--- config.mk ---
export PLATFORM = sky130hd
export DESIGN_NAME = stepper_sequencer
export DESIGN_NICKNAME = d
export VERILOG_FILES = /design/src/rtl/stepper_pkg.sv /design/src/rtl/step_rate_tick.sv /design/src/rtl/stepper_sequencer.sv
export SDC_FILE = /design/constraint.sdc
export NUM_CORES = 1
export LEC_CHECK = 0
export BUFFER_PORTS_ARGS = -buffer_cell sky130_fd_sc_hd__buf_2
export CORE_MARGIN = 2
export CORE_UTILIZATION = 53
export DETAILED_ROUTE_END_ITERATION = 8
export PLACE_DENSITY = 0.77
export SLEW_MARGIN = 10
export SYNTH_ARGS = -nofsm -noshare
export SYNTH_HDL_FRONTEND = slang
export SYNTH_SLANG_ARGS = --single-unit
--- constraint.sdc ---
create_clock -name clk -period 3.1 [get_ports clk]
set_input_delay 0.62 -clock clk [delete_from_list [all_inputs] [get_ports clk]]
set_output_delay 0.62 -clock clk [all_outputs]
set_load 0.03 [all_outputs]
--- src/rtl/stepper_pkg.sv ---
// Shared definitions for the stepper sequencer: FSM encoding, half-step coil table, index stepping.
package stepper_pkg;

  typedef enum logic [1:0] {ST_IDLE, ST_RUN, ST_DONE} state_t;

  localparam int MIN_PERIOD_DEF = 2;

  // Packed MSB-first, so PATTERN[0] is 4'b1000 and PATTERN[7] is 4'b1001.
  localparam logic [7:0][3:0] PATTERN = {
    4'b1001, 4'b0001, 4'b0011, 4'b0010,
    4'b0110, 4'b0100, 4'b1100, 4'b1000
  };

  function automatic logic [2:0] next_idx(input logic [2:0] idx, input logic dir,
                                          input logic half);
    logic [2:0] step;
    step = half ? 3'd1 : 3'd2;
    return dir ? idx + step : idx - step;
  endfunction

endpackage

--- src/rtl/step_rate_tick.sv ---
// Clearable period counter; tick is combinational while enabled and count == period-1.
// Clear dominates enable, so a cleared cycle never produces a tick-driven wrap.
module step_rate_tick #(
  parameter int PERIOD_W = 26
) (
  input  logic                clk,
  input  logic                rst,
  input  logic                clr,
  input  logic                en,
  input  logic [PERIOD_W-1:0] period,
  output logic                tick
);

  logic [PERIOD_W-1:0] count;

  assign tick = en && (count == period - PERIOD_W'(1));

  always_ff @(posedge clk or negedge rst) begin
    if (!rst) begin
      count <= '0;
    end else if (clr) begin
      count <= '0;
    end else if (en) begin
      count <= tick ? '0 : count + PERIOD_W'(1);
    end
  end

endmodule

--- src/rtl/stepper_sequencer.sv ---
// Stepper move sequencer: walks the half-step coil table at a latched step period.
// Phase changes exactly one period after busy rises; start is ignored while a move is active.
module stepper_sequencer
  import stepper_pkg::*;
#(
  parameter int PERIOD_W   = 26,
  parameter int STEPS_W    = 16,
  parameter int MIN_PERIOD = MIN_PERIOD_DEF,
  parameter int HOLD       = 1
) (
  input  logic                clk,
  input  logic                rst,
  input  logic                start,
  input  logic                dir,
  input  logic                half,
  input  logic [STEPS_W-1:0]  steps,
  input  logic [PERIOD_W-1:0] period,
  input  logic                abort,
  output logic [3:0]          phase,
  output logic                busy,
  output logic                done,
  output logic [STEPS_W-1:0]  steps_left
);

  localparam logic [PERIOD_W-1:0] MIN_P = PERIOD_W'(MIN_PERIOD);

  state_t              state;
  logic                dir_q;
  logic                half_q;
  logic [PERIOD_W-1:0] period_q;
  logic [2:0]          idx;
  logic [2:0]          start_idx;
  logic [2:0]          adv_idx;
  logic [PERIOD_W-1:0] period_cl;
  logic                tick;

  assign period_cl = (period < MIN_P) ? MIN_P : period;
  // Full-step mode only uses the two-coil (odd) entries.
  assign start_idx = half ? idx : {idx[2:1], 1'b1};
  assign adv_idx   = next_idx(idx, dir_q, half_q);

  step_rate_tick #(.PERIOD_W(PERIOD_W)) u_tick (
    .clk    (clk),
    .rst    (rst),
    .clr    ((state != ST_RUN) || abort),
    .en     (state == ST_RUN),
    .period (period_q),
    .tick   (tick)
  );

  always_ff @(posedge clk or negedge rst) begin
    if (!rst) begin
      state      <= ST_IDLE;
      phase      <= 4'b0000;
      busy       <= 1'b0;
      done       <= 1'b0;
      steps_left <= '0;
      idx        <= 3'd0;
      dir_q      <= 1'b0;
      half_q     <= 1'b0;
      period_q   <= MIN_P;
    end else begin
      case (state)
        ST_IDLE: begin
          done <= 1'b0;
          if (start) begin
            dir_q    <= dir;
            half_q   <= half;
            period_q <= period_cl;
            idx      <= start_idx;
            if (steps != '0) begin
              state      <= ST_RUN;
              busy       <= 1'b1;
              steps_left <= steps;
              phase      <= PATTERN[start_idx];
            end else begin
              state      <= ST_DONE;
              done       <= 1'b1;
              steps_left <= '0;
            end
          end
        end
        ST_RUN: begin
          // Abort outranks a coincident tick: no step, no decrement, no done.
          if (abort) begin
            state <= ST_IDLE;
            busy  <= 1'b0;
            if (HOLD == 0) phase <= 4'b0000;
          end else if (tick) begin
            idx        <= adv_idx;
            phase      <= PATTERN[adv_idx];
            steps_left <= steps_left - STEPS_W'(1);
            if (steps_left == STEPS_W'(1)) begin
              state <= ST_DONE;
              busy  <= 1'b0;
              done  <= 1'b1;
            end
          end
        end
        ST_DONE: begin
          state <= ST_IDLE;
          done  <= 1'b0;
          if (HOLD == 0) phase <= 4'b0000;
        end
        default: state <= ST_IDLE;
      endcase
    end
  end

endmodule

---- After elaboration in Yosys (flattened, before gate mapping) ----
Memories as Yosys holds them, arrays and structs flattened.
Index checks and enable logic that the tools add are counted.
storage, ports and cells
  bits of input ports ..................... 48
  logic and storage cells ................. 86
  output and inout bits ................... 22
  register bits ........................... 81
  memory bits (read-only) ................. 64
  memories ................................ 2
memories
  name             depth  width  read ports  clocked after memory_dff  write ports  line                     text
  (no name shown)  8      4      1           0                         0            stepper_sequencer.sv:91  phase <= PATTERN[adv_idx];
  (no name shown)  8      4      1           0                         0            stepper_sequencer.sv:75  phase <= PATTERN[start_idx];
operators by class
  multiplexer cells ....................... 41
  reductions and logical operators ........ 13
  eq/ne operators ......................... 12
  order comparisons ....................... 3
  add/subtract/negate cells ............... 5
operators by type and width
  operator                 count
  $mux W26                 4
  $mux W16                 4
  $pmux W16 S2             1
  $add A26 B1 Y26 const B  1
  $eq A26 B26 Y1           1
  $lt A26 B2 Y1 const B    1
  $sub A26 B1 Y26 const B  1
  $mux W4                  6
  $eq A16 B1 Y1 const B    1
  $reduce_bool A16 Y1      1
  $sub A16 B1 Y16 const B  1
  $mux W2                  6
  $mux W3                  4
  $mux W1                  11
  $ne A2 B2 Y1 const B     5
  $reduce_and A5 Y1        2
  $lt A3 B4 Y1 const B     2
  $pmux W4 S2              1
  $reduce_and A4 Y1        2
  $ne A3 B3 Y1 const B     2
  $pmux W3 S2              1
  $pmux W2 S2              1
  $reduce_bool A2 Y1       2
  $add A3 B2 Y3            1
  other kinds (12)         12

---- Logic depth before layout (Yosys ltp) ----
Gate-level depths: netlist of the first run.
  depth in word-level cells ............... 8
  depth in mapped cells ................... 13
  depth with buffers taken out ............ 10

---- Modules after synthesis ----
From an unflattened synthesis of the first run, not the netlist that was laid out.
second synthesis, totals
  cell total of the unflattened synthesis .. 558
  area total of the unflattened synthesis .. 5201.2 µm²
by module, submodules not included
  module             instances  cells each  sequential area each (µm²)  area an instance (µm²)
  stepper_sequencer  1          285         1377.6                      2879.0
  step_rate_tick     1          273         650.6                       2322.2

---- Least setup slack after synthesis of the first run ----
Ideal clock, no wire load.
  kind .................................... flip-flop to flip-flop
  start point ............................. reg period_q[1]
  end point ............................... reg steps_left[0]
  setup slack ............................. -0.087 ns
  data arrival time ....................... 3.050 ns
  data required time ...................... 2.963 ns
  period minus slack after synthesis ...... 3.187 ns
  setup time .............................. 0.137 ns
  stages on the path, launching flop included .. 13
  path buffers ............................ 2
  path through ............................ dfstp_2 > inv_1 > ha_1 > nor4b_1 > and4b_1 > clkbuf_2 > nor3b_1 > o221ai_1 > or4_1 > nor4_4 > buf_6 > mux2i_1 > a21oi_1
between the ends
  cells in the longest elaborated chain, start to end .. 5
RTL lines
  element                             line                     text
  start: declaration                  stepper_sequencer.sv:30  logic [PERIOD_W-1:0] period_q;
  start signal: assignment            stepper_sequencer.sv:69  period_q <= period_cl;
  $sub A26 B1 Y26                     step_rate_tick.sv:16     assign tick = en && (count == period - PERIOD_W'(1));
  $eq A26 B26 Y1                      step_rate_tick.sv:16
  $logic_and A1 B1 Y1                 step_rate_tick.sv:16
  $ne A2 B2 Y1 (no source line)       --
  $reduce_and A4 Y1 (no source line)  --
  end signal: assignment              stepper_sequencer.sv:74  steps_left <= steps;
  end signal: assignment              stepper_sequencer.sv:92  steps_left <= steps_left - STEPS_W'(1);
  end: declaration                    stepper_sequencer.sv:22  output logic [STEPS_W-1:0] steps_left
No other way between the ends.
A chain may end at the register's enable or synchronous reset.

---- Final worst setup path of the first run ----
  start point ............................. reg period_q[0]
  end point ............................... reg steps_left[0]
Same word-level chain as after synthesis.

==> results.toml, run 1 <==
[run_status]
status = "finished, violations left"
violations = "setup timing"

[die]
ios = 70
dieArea_mm2 = 0.01111
core_mm2 = 0.01014
die_w_um = 105.4
num_rows = 37
die_h_um = 105.4
start_util_pct = 53.77

[drt]
dr_total_vias = 5669
first_iter_violations = 457
antenna_left = 0
routed_wl_um = 16510
first_pass_iters = 5
vias_per_cell = 6.149
wl_per_cell_um = 17.91
drc_errors = 0

[clocking]
clkSinkCount = 81
tritoncts = "done"
insertion_delay_ns = 0.38
cts_max_path_buffers = 2
cts_root_buffer = "clkbuf_8"
clkTransAtPathRegs_ns = 0.09
cts_buffers = 9
htreeDepth = 3

[timing]
drv_slew = 0
timing.hold.ws_ns = 0.4162
setup_slack_ns = -0.1314
finalHoldViolCount = 0
post-route-min-period_ns = 3.231
fmax_ghz = 0.3095
skew_ns = 0.01396
tightest_slew_ns = 1.053
rsz0062_at_grt = "yes"
setup-violations-final = 43
post-route-period-util_pct = 104.2
setup_tns_ns = -1.786
max-slew-margin-rel_pct = 29.78

[final_layout]
utilization_pct = 69.68
final_area_mm2 = 0.007064
drive_above_1_share_pct = 29.01
final_nets = 839
multiInputGateArea_mm2 = 0.003563
area_growth_pct = 29.58
diodes = 0
n_fill_cell = 758
seqCellArea_mm2 = 0.002029

[setup_path]
startpoint = "period_q[0]"
worstPathRequired_ns = 3.37
crit_arrival_ns = 3.50
r2r-start = "period_q[0]"
worst-r2r-setup-slack_ns = -0.13
worst_setup_path_start_kind = "flip-flop"
reg2reg_to = "steps_left[0]"
cp_max_fo = 8
end_kind = "flip-flop"
r2r_cells = 13
critPathKind = "flip-flop to flip-flop"

[synth]
synth_edf_count = 0
yosysSeqAreaShare_pct = 37.20
synth_area_leader_cell = "dfrtp_1"
synth_nets = 709
synthTopCellsByArea = "dfrtp_1 37%, nand2_1 7.7%, xnor2_1 5.0%"
netlist_area_mm2 = 0.005451
synth_cells = 652
syn_area_per_cell_um2 = 8.361
synth_flop_cell = "dfrtp_1"
synthDistinctLibCells = 74
yosysMostFrequentCell = "nand2_1"
yosys.area.top_type_share_pct = 36.72
async_flop_share_pct = 100.0
ys_seq_elements = 81
synthTopCellsByCount = "112 x nand2_1, 80 x dfrtp_1, 61 x nor2_1"
yosys_warnings = 0

[pwr]
p_leak_nw = 3.106
power.density_mw_per_mm2 = 876.5
power.total_mw = 6.192
irDropWorstVdd_uv = 424.8

[global_routing]
antenna_found_initial = 0
grt.overflow.total = 0
grt_max_degree = 82
grt.total_usage_pct = 29.37
grt_pass1_vias = 5386
grt_pass1_wl_um = 26030

[min_path]
hp-class = "input port to asynchronous set/reset pin"

[placement]
detailed_place_hpwl_um = 11140
io_buffer_count = 69
postPlaceCellArea_mm2 = 0.006347
place.gp.congestion = 0.9319

[run]
cap_viol_max_count = 0
-- critical path: stages, from the launching register on --
cell,delay [ns]
dfrtp_1,0.44
nor4_2,0.27
buf_4,0.17
nand4_1,0.14
buf_4,0.21
buf_6,0.11
or4_4,0.49
a21oi_4,0.17
o22ai_2,0.12
nor4_4,0.36
buf_4,0.19
clkbuf_16,0.15
mux2i_1,0.20
a21oi_1,0.08
-- report_power, final --
group          internal (mW)  total [mW]  switching, mW
logic                   1.53        3.65           2.12
clock network          0.364       0.751          0.387
registers               1.39        1.79          0.401
-- area by class of cell --
type,count,share of cell area [%]
Clock buffer,11,1.860
Multi-Input combinational cell,520,50.44
Timing Repair Buffer,152,14.97
Sequential cell,81,28.73
Tap cell,136,2.409
Clock inverter,4,0.6376
Inverter,18,0.9564
-- flip-flops by register name, summed over array words and instances (netlist names) --
register / flops
steps_left: 16
period_q: 26
u_tick.count: 26
dir_q: 1
idx: 3
half_q: 1
done: 1
state: 2
busy: 1
phase: 4
-- layer usage --
layer / vias up / wire, um / track usage [%] / part of all wire (%)
li1: 2601 / - / - / -
met1: 2754 / 6946 / 39.02 / 42
met2: 275 / 7858 / 46.41 / 48
met3: 39 / 1327 / 5.875 / 8.0
met4: 0 / 381 / 13.14 / 2.3
met5: - / 0 / 0 / 0
-- stage by stage --
step	instances	setup WS, ns
finish	922	-0.1314
global route	922	-0.2224
CTS	915	-0.08019
detailed placement	885	-0.2149
global placement	885	-0.07228
floorplan	652	-0.01407
-- cell families after synthesis --
logic type / count (synthesis) / share of synthesized area, %
DFF: 81 / 37.20
adders and majority gates: 9 / 2.203
AOI/OAI and AO/OA: 109 / 13.82
muxes: 14 / 2.639
xor gates and xnor gates: 57 / 9.158
and+or+nand+nor: 331 / 31.19
buffers and inverters: 51 / 3.787
-- timing repair --
action | in CTS | in global routing
setup buffers | 14 | 6
pin swaps | 23 | 12
hold buffers | 0 | 0
setup endpoints to repair | 50 | 52
resized for setup | 30 | 38
cloned | 1 | 1
-- how the worst max path moves through the flow --
| stage | cells past startpoint | endpoint | slack, ns |
|---|---|---|---|
| after global placement | 9 | steps_left[10] | -0.07 |
| after detailed placement | 10 | steps_left[10] | -0.21 |
| after CTS | 9 | steps_left[0] | -0.08 |
| after global routing | 13 | steps_left[0] | -0.22 |
| final | 13 | steps_left[0] | -0.13 |
| after floorplan | 9 | steps_left[0] | -0.01 |
-- cell usage in the layout (no fill, tap or decap), drive strengths merged, types with 5 or more instances in the layout --
cell type	netlist	final
nand3	23	23
ha	8	8
inv	18	18
nand4	13	13
o211ai	6	6
nor2b	5	5
clkbuf	25	13
dfrtp	80	80
buf	8	150
nor2	61	61
mux2i	11	11
o21ai	17	17
xnor2	31	31
o22ai	15	15
nor4	26	26
or3	8	8
xor2	26	26
and2	6	6
or4	11	11
nor3	20	20
a211oi	10	10
a21oi	21	21
and3	16	16
nand2b	5	5
nand2	112	112
o22a	7	7
(Power assumes the default switching activity.)
==> run 2: changes to the inputs <==
PLACE_DENSITY = 0.87   (was 0.77)
==> run 2 against run 1 <==
Wire length rose by 0.80%. Core utilization is 0.77 points lower. Combinational power decreased by 1%. The run still ends with setup timing left. Via count barely moved. Clock skew increased by 0.0031 ns. Largest cell class unchanged. Sequential power barely moved. Register-to-register slack got worse by 0.03 ns. Critical path depth is 3 lower. Maximum frequency decreased by 0.97%. Die area unchanged. Clock power is 17% higher. Global-route usage fell by 1.3 points.
==> results.toml, run 2 (same netlist as run 1, synthesis figures left out) <==
[global_routing]
grt_pass1_wl_um = 25230
grt.overflow.total = 0
grt_max_degree = 82
grt_pass1_vias = 5172
grt.total_usage_pct = 28.10
antenna_found_initial = 0

[clocking]
cts_max_path_buffers = 2
clkTransAtPathRegs_ns = 0.09
htreeDepth = 3
tritoncts = "done"
cts_root_buffer = "clkbuf_8"
hold_buffers = 0
clkSinkCount = 81
cts_buffers = 9
insertion_delay_ns = 0.38

[pwr]
power.density_mw_per_mm2 = 896.4
p_leak_nw = 3.052
irDropWorstVdd_uv = 433.3
power.total_mw = 6.263

[drt]
vias_per_cell = 6.199
drt-met1-wl_um = 6856
first_pass_iters = 5
top_layer = "met4"
wl_met3_um = 1238
dr_total_vias = 5666
drc_errors = 0
wl_per_cell_um = 18.21
first_iter_violations = 684
met2WireLength_um = 8135
routed_wl_um = 16650
antenna_left = 0

[min_path]
hp-class = "input port to asynchronous set/reset pin"

[setup_path]
worst_setup_path_start_kind = "flip-flop"
crit_family = "simple AND/OR/NAND/NOR gates"
cp_slowest_stage_delay_ns = 0.56
critical_path.cell_chain = "or4_4, or3_4, or4_4, a21oi_4, o22ai_4, nor4_4, buf_4, buf_12, a21oi_1, mux2_1"
crit_arrival_ns = 3.52
startpoint = "period_q[14]"
critPathKind = "flip-flop to flip-flop"
end_kind = "flip-flop"
reg2reg_to = "done"
r2r-start = "period_q[14]"
cp_max_fo = 7
worst-path-buf-inv = 2
worst-r2r-setup-slack_ns = -0.16
cp_common_cell = "or4_4"
slowest_stage = "or4_4"
r2r_cells = 10
worstPathRequired_ns = 3.36

[final_layout]
drive_above_1_share_pct = 27.76
final_common_cell = "nand2_1"
final_cell_mix = "111 x nand2_1, 78 x dfrtp_1, 68 x buf_2"
final_area_mm2 = 0.006987
utilization_pct = 68.91
n_fill_cell = 730
diodes = 0
area_growth_pct = 28.16
layout.cells.non_filler = 914
final_nets = 832
reg.largest.list = "period_q (26), u_tick.count (26), steps_left (16)"

[timing]
setup_slack_ns = -0.1629
tightest_slew_ns = 1.057
max-slew-margin-rel_pct = 29.53
post-route-min-period_ns = 3.263
drv_slew = 0
post-route-period-util_pct = 105.3
fmax_ghz = 0.3065
setup-violations-final = 48
skew_ns = 0.01703
finalHoldViolCount = 0
rsz0062_at_grt = "yes"

[die]
start_util_pct = 53.77
core_mm2 = 0.01014
ios = 70
num_rows = 37
die_w_um = 105.4
dieArea_mm2 = 0.01111
die_h_um = 105.4

[placement]
place.gp.congestion = 0.9180
detailed_place_hpwl_um = 11090
dp.cells = 879
postPlaceCellArea_mm2 = 0.006302
io_buffer_count = 69

[run]
cap_viol_max_count = 0

[run_status]
violations = "setup timing"
status = "finished, violations left"
==> run 2: area by class of cell <==
class	count	area (um^2)	share of cell area, %
well taps	136	170.2	2.436
clock buffers	11	151.4	2.167
multi-input cells	520	3486	49.89
inverters	18	67.56	0.9670
repair buffers	145	1016	14.54
clock inverters	3	65.06	0.9312
flip-flops and latches	81	2031	29.07
==> run 2: repair_timing <==
action / in CTS / in global routing
resized for setup: 12 / 46
gates cloned: 0 / 2
hold endpoints to repair: 0 / 0
pin swaps: 4 / 25
setup endpoints to repair: 46 / 52
setup buffers: 7 / 12
==> run 2: per-layer routing <==
layer  track usage [%]  vias to the layer above
li1                  -                     2601
met1             37.52                     2706
met2             46.08                      318
met3             3.834                       41
met4             11.33                        0
met5                 0                        -
==> run 2: per-stage QoR <==
| step | worst slack (ns) | TNS [ns] | hold slack, ns |
|---|---|---|---|
| 2_1_floorplan | -0.01407 | -0.2694 | 0.3244 |
| 3_3_place_gp | -0.06906 | -0.2717 | 0.4733 |
| 3_5_place_dp | -0.1727 | -3.665 | 0.4755 |
| 4_1_cts | -0.02991 | -0.1973 | 0.4475 |
| 5_1_grt | -0.2553 | -8.561 | 0.4589 |
| 6_report | -0.1629 | -3.805 | 0.4126 |
==> run 2: worst max-delay path by stage <==
stage,cells after the start,slack (ns),endpoint
after floorplan,9,-0.01,steps_left[0]
after global placement,10,-0.07,phase[2]
after detailed placement,9,-0.17,phase[2]
after CTS,9,-0.03,done
after global routing,13,-0.26,phase[1]
final,10,-0.16,done
==> run 2: power breakdown <==
part | internal [mW] | switching, mW | total (mW)
logic | 1.50 | 2.10 | 3.60
clock network | 0.488 | 0.387 | 0.875
registers | 1.39 | 0.397 | 1.79
total | 3.38 | 2.89 | 6.26
==> run 3: changes to the inputs <==
SKIP_LAST_GASP = 1   (was default)
==> run 3 against run 2 <==
The flow still finishes with violations (setup timing). Clock-buffer cell count unchanged. Critical path depth up 2. Global-route usage about the same. Sequential share of layout area up 0.24 points. Sequential cell count is the same. Die area did not move. Wire length is 2.7% lower. Clock skew down 0.0038 ns. Non-clock buffer count shrank 6. Sequential power is essentially flat. First-iteration DRC count is 23% lower. Critical path type unchanged.
==> results.toml, run 3 (same netlist as run 1, synthesis figures left out) <==
[drt]
wl_per_cell_um = 17.84
vias_per_cell = 6.193
drc_errors = 0
first_iter_violations = 526
first_pass_iters = 5
dr_total_vias = 5623
routed_wl_um = 16200
antenna_left = 0

[clocking]
clkTransAtPathRegs_ns = 0.08
cts_max_path_buffers = 2
hold_buffers = 0
tritoncts = "done"
clkSinkCount = 81
insertion_delay_ns = 0.37
cts_root_buffer = "clkbuf_8"
htreeDepth = 3
cts_buffers = 9

[final_layout]
final_nets = 826
multiInputGateArea_mm2 = 0.003477
seqCellArea_mm2 = 0.002029
layout.cells.non_filler = 908
area_growth_pct = 27.01
reg.largest.list = "period_q (26), u_tick.count (26), steps_left (16)"
final_cell_mix = "111 x nand2_1, 79 x dfrtp_1, 68 x buf_2"
diodes = 0
n_fill_cell = 747
final_common_cell = "nand2_1"
final_area_mm2 = 0.006924
drive_above_1_share_pct = 26.94
utilization_pct = 68.30

[global_routing]
grt_pass1_vias = 5166
grt_max_degree = 82
grt.overflow.total = 0
antenna_found_initial = 0
grt.total_usage_pct = 28.07
grt_pass1_wl_um = 25220

[setup_path]
cp_max_fo = 7
end_kind = "flip-flop"
critPathKind = "flip-flop to flip-flop"
crit_arrival_ns = 3.52
worstPathRequired_ns = 3.36
worst_setup_path_start_kind = "flip-flop"

[timing]
post-route-min-period_ns = 3.267
tightest_slew_ns = 1.066
setup-violations-final = 49
post-route-period-util_pct = 105.4
finalHoldViolCount = 0
drv_slew = 0
skew_ns = 0.01327
max-slew-margin-rel_pct = 28.91
setup_slack_ns = -0.1666
rsz0062_at_grt = "yes"
fmax_ghz = 0.3061

[placement]
io_buffer_count = 69
place.gp.congestion = 0.9180
postPlaceCellArea_mm2 = 0.006302
dp.cells = 879
detailed_place_hpwl_um = 11090

[run]
cap_viol_max_count = 0

[die]
start_util_pct = 53.77
die_w_um = 105.4
core_mm2 = 0.01014
die_h_um = 105.4
ios = 70
dieArea_mm2 = 0.01111
num_rows = 37

[pwr]
p_leak_nw = 3.017
irDropWorstVdd_uv = 440.4
power.density_mw_per_mm2 = 890.2

[run_status]
violations = "setup timing"
status = "finished, violations left"

[min_path]
hp-class = "input port to asynchronous set/reset pin"
==> run 3: cell type report <==
class / instances / area share [%]
multi-input combinational: 520 / 50.22
tap: 136 / 2.458
timing repair buffer: 139 / 13.91
clock buffer: 11 / 2.186
inverter: 18 / 0.9758
sequential: 81 / 29.31
clock inverter: 3 / 0.9396
==> run 3: critical path, stage by stage, from the launching register on <==
cell and delay [ns]:
dfstp_2 0.38, buf_6 0.11, nor4_4 0.28, buf_4 0.16
nand4_1 0.14, or3_1 0.42, and2_0 0.15, or4_4 0.55
nor4_4 0.28, buf_4 0.18, buf_12 0.13, a21oi_1 0.08
mux2_1 0.31
==> run 3: worst paths after layout <==
path,startpoint,slack (ns),depth (start not counted),to
max,period_q[1],-0.17,12,done
max in group asynchronous,rst,1.89,1,period_q[0]
min,rst,0.40,1,u_tick.count[8]
min reg2reg,done,0.49,1,done
min in group clk,period[23],0.45,3,period_q[23]
max reg2reg,period_q[1],-0.17,12,done
==> run 3: timing repair <==
item	4_1_cts	5_1_grt
buffers inserted	7	7
setup endpoints to repair	46	52
pin swaps	4	28
resized for setup	10	42
gates cloned	0	2
==> run 3: through the flow <==
step	setup TNS [ns]	hold slack [ns]	setup WS, ns	power [mW]
after floorplan	-0.2694	0.3244	-0.01407	3.804
after global placement	-0.2717	0.4733	-0.06906	4.793
after detailed placement	-3.665	0.4755	-0.1727	4.919
after CTS	-0.2756	0.4475	-0.06146	5.844
after global routing	-9.391	0.4594	-0.2661	6.543
final	-4.152	0.4009	-0.1666	6.164
==> run 3: report_power, final <==
| part | leakage [nW] | internal [mW] | switching [mW] | total (mW) |
|---|---|---|---|---|
| Clock | 0.111 | 0.488 | 0.386 | 0.874 |
| Sequential | 1.01 | 1.39 | 0.387 | 1.78 |
| Combinational | 1.90 | 1.45 | 2.06 | 3.51 |
| Total | 3.02 | 3.33 | 2.84 | 6.16 |
==> run 3: routing by layer <==
metal / vias up / global-route usage (%) / wire length (um)
met5: - / 0 / 0
met4: 0 / 11.33 / 423
met3: 47 / 3.834 / 1251
met2: 296 / 45.99 / 7774
met1: 2697 / 37.52 / 6749
li1: 2583 / - / -
